$ cat src/rtl/vreduce_seq.sv
// Sequential FP16 vector reducer: accumulates a stream of elements through an external 2-cycle adder.
// Optional macro VREDUCE_NAN_SKIP_EN: once the accumulator holds a NaN, remaining elements bypass the adder.
module vreduce_seq #(
   parameter int CNT_W = 8
) (
   input  logic             CLK,
   input  logic             RST,
   input  logic             in_valid,
   output logic             in_ready,
   input  logic [15:0]      in_data,
   input  logic             in_last,
   output logic             add_en,
   output logic [15:0]      add_a,
   output logic [15:0]      add_b,
   input  logic [15:0]      add_out,
   input  logic             add_ovf,
   input  logic             add_valid,
   output logic             res_valid,
   input  logic             res_ready,
   output logic [15:0]      res_data,
   output logic             res_ovf,
   output logic [CNT_W-1:0] res_count
);

   typedef enum logic [1:0] {IDLE, GATHER, WAIT, DONE} state_t;

   state_t             state_q, state_d;
   logic [15:0]        acc_q, acc_d;
   logic [CNT_W-1:0]   count_q, count_d, count_inc;
   logic               ovf_q, ovf_d;
   logic               last_q, last_d;
   logic               acc_nan;

`ifdef VREDUCE_NAN_SKIP_EN
   assign acc_nan = (acc_q[14:10] == 5'h1F) && (acc_q[9:0] != 10'h000);
`else
   assign acc_nan = 1'b0;
`endif

   assign count_inc = (count_q == {CNT_W{1'b1}}) ? count_q : count_q + CNT_W'(1);

   always_comb begin
      state_d  = state_q;
      acc_d    = acc_q;
      count_d  = count_q;
      ovf_d    = ovf_q;
      last_d   = last_q;
      in_ready = (state_q == IDLE) || (state_q == GATHER);
      add_en   = 1'b0;
      add_a    = 16'h0000;
      add_b    = 16'h0000;
      case (state_q)
         IDLE: begin
            if (in_valid) begin
               acc_d   = in_data;
               count_d = CNT_W'(1);
               ovf_d   = 1'b0;
               state_d = in_last ? DONE : GATHER;
            end
         end
         GATHER: begin
            if (in_valid) begin
               count_d = count_inc;
               if (acc_nan) begin
                  state_d = in_last ? DONE : GATHER;
               end else begin
                  add_en  = 1'b1;
                  add_a   = acc_q;
                  add_b   = in_data;
                  last_d  = in_last;
                  state_d = WAIT;
               end
            end
         end
         WAIT: begin
            // Results landing in any other state are stale issues and are dropped.
            if (add_valid) begin
               acc_d   = add_out;
               ovf_d   = ovf_q | add_ovf;
               state_d = last_q ? DONE : GATHER;
            end
         end
         DONE: begin
            if (res_ready) begin
               state_d = IDLE;
            end
         end
         default: state_d = IDLE;
      endcase
   end

   always_ff @(posedge CLK) begin
      if (RST) begin
         state_q <= IDLE;
         acc_q   <= 16'h0000;
         count_q <= '0;
         ovf_q   <= 1'b0;
         last_q  <= 1'b0;
      end else begin
         state_q <= state_d;
         acc_q   <= acc_d;
         count_q <= count_d;
         ovf_q   <= ovf_d;
         last_q  <= last_d;
      end
   end

   assign res_valid = (state_q == DONE);
   assign res_data  = res_valid ? acc_q : 16'h0000;
   assign res_ovf   = res_valid & ovf_q;
   assign res_count = res_valid ? count_q : '0;

endmodule

$ cat config.mk
export PLATFORM = sky130hd
export DESIGN_NAME = vreduce_seq
export DESIGN_NICKNAME = d
export VERILOG_FILES = /design/src/rtl/vreduce_seq.sv
export SDC_FILE = /design/constraint.sdc
export NUM_CORES = 1
export LEC_CHECK = 0
export ABC_AREA = 1
export CORE_MARGIN = 2
export CORE_UTILIZATION = 39
export DETAILED_ROUTE_END_ITERATION = 8
export PLACE_DENSITY = 0.8
export SLEW_MARGIN = 30
export SYNTH_ARGS = -nofsm -noshare
export SYNTH_HDL_FRONTEND = slang
export SYNTH_SLANG_ARGS = --single-unit
$ cat constraint.sdc
create_clock -name CLK -period 1.85 [get_ports CLK]
set_clock_uncertainty 0.2 [all_clocks]
set_input_delay 0.4625 -clock CLK [delete_from_list [all_inputs] [get_ports CLK]]
set_output_delay 0.4625 -clock CLK [all_outputs]
set_load 0.01 [all_outputs]
Word level (Yosys, flattened, before mapping)
Index checks and enable logic that the tools add are counted.

$add $sub $neg: 1. Eq/ne operators: 9. Mux-type cells: 25. Bitwise logic cells: 2. Reductions and logical operators: 8.

Operators with widths (number): $mux 16 (7); $mux 8 (4); $pmux 16 s2 (1); $pmux 8 s2 (1); $mux 2 (6); $add 8x1->8 const B (1); $eq 8x8->1 const B (1); $ne 2x2->1 const B (4); $pmux 2 s4 (1); $reduce_and 4->1 (2); $eq 2x2->1 const B (2); $mux 1 (4); $reduce_bool 2->1 (2); $reduce_and 3->1 (1); $eq 2x1->1 const B (1); $logic_not 2->1 (1); $ne 2x1->1 const B (1); $pmux 1 s2 (1); $reduce_and 2->1 (1); $and 1x1->1 (1); $logic_or 1x1->1 (1); $or 1x1->1 (1).

Register bits: 28. Bits of input ports: 39. Word-level logic and storage cells: 50.

Depth between registers and ports, before layout
Gate-level depths: netlist (run 1).

Depth after elaboration: 4. Depth in mapped cells: 9. Mapped depth without buffers: 9.

Least setup slack after synthesis (run 1)
No wires, ideal clock.

Kind: input to output. Start point: input port in_valid. End point: output port add_a[10]. Arrival time: 1.356 ns. Data required time: 1.187 ns. Setup slack: -0.169 ns. Cell stages on the path: 6. Buffers on the path: 2. Path through: buf_2 > inv_2 > nor2_2 > inv_2 > buf_2 > nor2_1.

Cells in the longest elaborated chain, start to end: 2.

RTL lines: start, declared (RTL line 8) `input logic in_valid,`; $mux 16 (RTL line 62) `if (in_valid) begin`; $mux 16 (RTL line 52) `case (state_q)`; end, declared (RTL line 13) `output logic [15:0] add_a,`.

No other way between the ends.

Worst setup path after layout (run 1)
Start point: register state_q[1]. End point: output port add_a[4].

Cells in the longest elaborated chain, start to end: 2.

RTL lines: start, declared (RTL line 27) `state_t state_q, state_d;`; start signal, assigned (RTL line 100) `state_q <= state_d;`; $eq 2x1->1 (RTL line 52); $mux 16 (RTL line 52).

No other way between the ends.

==> metrics, run 1 <==
maximum clock path buffer count 2; TritonCTS buffer count 3; top post-synthesis cells by area dfxtp_1, nor2_1, nand2_1, inv_1, o21ai_0; CTS tree done; Fin. Hold Viols 0; Setup CP Type flip-flop to primary output; Synth cell types 26; initial antenna violation count 0; CP required 1.19 ns; Lkg Pwr roughly 1.6 nW; pin count of the biggest net entering global routing 22; failing checks negative setup slack; Setup violations, final 40; first-pass GRT wire length 10400 um; Slew headroom between 70% and 80%; crit end category primary output; number of enable flip-flop cells after synthesis 0; DRT Wirelength 7020 um; share of the synthesized area in the top cell type between 30% and 40%; flops & latches, synth 28; Mapped Cells 329; via/cell ratio 4.93; Worst setup SP type flip-flop; number of iterations in the first detailed-routing pass 4; most frequent cell after synthesis nor2_1; YS warnings 0; Post-synth top flop dfxtp_1; max-cap viol count 0; RD Place Congestion 0.932; DR WL/cell 13.6 um; sequential area share after synthesis between 30 and 40%; Slew @ Worst Pin 0.326 ns; area leader, netlist dfxtp_1; Netlist Area Pre-Place between 1500 and 2000 um^2; Clock Sinks 28; Chip Height 72.4 um; fin. max-slew vios 0; Synth async-reset ratio 0%; initial core utilization 41.0%; Final WS setup -0.159 ns; fmax about 500 MHz; clk root buf clkbuf_8; area grow syn2layout 83.7%; CORE AREA 4440 um^2; final antenna-violating net count 0; Critical Path Fanout Max 5; fin crit period 2.01 ns; post-route setup TNS -2.60 ns; CP arrival 1.35 ns; GRT Total Usage 24.6%; Hold/Removal Path Class flip-flop to flip-flop; Std-Cell Rows 24; Vias 2546; Clk Latency, worst-skew pair 0.29 ns; clock-pin slew on the worst setup and hold paths 0.09 ns; status finished with violations; die width 72.4 um; worst hold margin 0.265 ns; gr ovfl total 0; DRC 0; Mean Syn Cell Area 5.54 um^2; share of cells above drive strength 1 35.6%; num ports 99; Syn Nets 369; Peak supply drop 393 uV; RSZ-0062 raised after global routing yes; # diodes 0; DRT iter0 DRCs 159; DP HPWL about 4800 um; Nets 505; Post-synth top cells nor2_1, nand2_1, inv_1; H-tree levels 1; die area 5240 um^2; crit share post-route 109%; PortBufs 98; vias in the first global route between 2000 and 2500; PD cells between 500 and 600 nW/um^2
[worst paths after layout]
kind | startpoint | end | slack [ns] | depth (start not counted)
max | state_q[1] | add_a[4] | -0.16 | 7
min reg2reg | last_q | last_q | 0.27 | 2
min | last_q | last_q | 0.27 | 2
max reg2reg | state_q[0] | state_q[0] | 0.07 | 9
[repair_timing]
| action | 4_1_cts | 5_1_grt |
|---|---|---|
| gates cloned | 3 | 1 |
| endpoints found under the hold margin | 0 | 0 |
| hold buffers | 0 | 0 |
| buffers inserted | 3 | 1 |
| pin swaps | 3 | 2 |
| resized for setup | 284 | 62 |
| endpoints found under the setup margin | 66 | 64 |
[worst max-delay path, stage by stage (launching register included)]
cell     delay (ns)
dfxtp_2        0.34
inv_2          0.08
nand2_4        0.06
nor2_4         0.14
inv_4          0.08
buf_12         0.14
nor2_1         0.09
buf_2          0.14
[final cells by class]
class / count / area [um^2]
fill: 346 / 1090
tap: 52 / 65.1
clock inverter: 1 / 30.0
clock buffer: 3 / 41.3
inverter: 41 / 159
sequential: 28 / 567
multi-input combinational: 247 / 1250
timing repair buffer: 144 / 1230
[logic make-up (layout without fill, tap and decap cells)]
logic type	after synthesis	count (layout)	synth area share [%]
DFF	28	28	30.7
adders and majority gates	1	1	0.686
AOI/OAI and AO/OA	33	33	10.2
buffers and inverters	54	189	12.6
and+or+nand+nor	213	213	45.8
[sequential cells by signal, indices dropped and copies added (netlist names)]
signal and cells:
state_q 2, ovf_q 1, acc_q 16, last_q 1
count_q 8
[where the power goes]
part | switching [mW] | total, mW | leakage (nW) | internal [mW]
registers | 0.0340 | 0.699 | 0.231 | 0.665
clock network | 0.207 | 0.498 | 0.0357 | 0.291
logic | 0.414 | 0.718 | 1.35 | 0.304
[per-stage QoR]
| stage | area, um^2 | power [mW] | worst slack, ns | util, % | instances |
|---|---|---|---|---|---|
| 3_5_place_dp | 3170 | 1.34 | -0.818 | 71.3 | 505 |
| 2_1_floorplan | 1890 | 1.05 | -0.0240 | - | 329 |
| 3_3_place_gp | 3170 | 1.33 | -0.782 | 71.3 | 505 |
| 5_1_grt | 3350 | 2.02 | -0.204 | 75.4 | 516 |
| 6_report | 3350 | 1.92 | -0.159 | 75.4 | 516 |
| 4_1_cts | 3080 | 1.84 | -0.119 | 69.3 | 515 |
[layout by cell type, fill, tap and decap left out, drive strengths merged, types with 2 or more instances in the layout]
master,instances
nor3,2
o21ai,23
a21oi,7
nand2,96
inv,41
clkbuf,4
dlygate4sd2,17
buf,104
dfxtp,28
nor2,106
nand3,6
clkdlybuf4s50,21
[per-layer routing]
| layer | share of wire [%] | GRT usage, % | vias to the layer above |
|---|---|---|---|
| met2 | 52 | 44.5 | 121 |
| met4 | 2.5 | 6.58 | 0 |
| met1 | 39 | 30.2 | 1142 |
| met3 | 6.3 | 4.03 | 21 |
| li1 | - | - | 1262 |
| met5 | 0 | 0 | - |
No activity file was read; power rests on OpenSTA's default activity.
==> run 2, diff against run 1 <==
Settings changed: CAP_MARGIN set to 20.
==> results of run 2 <==
The final DEF is identical to that of run 1; final timing and power are the same.
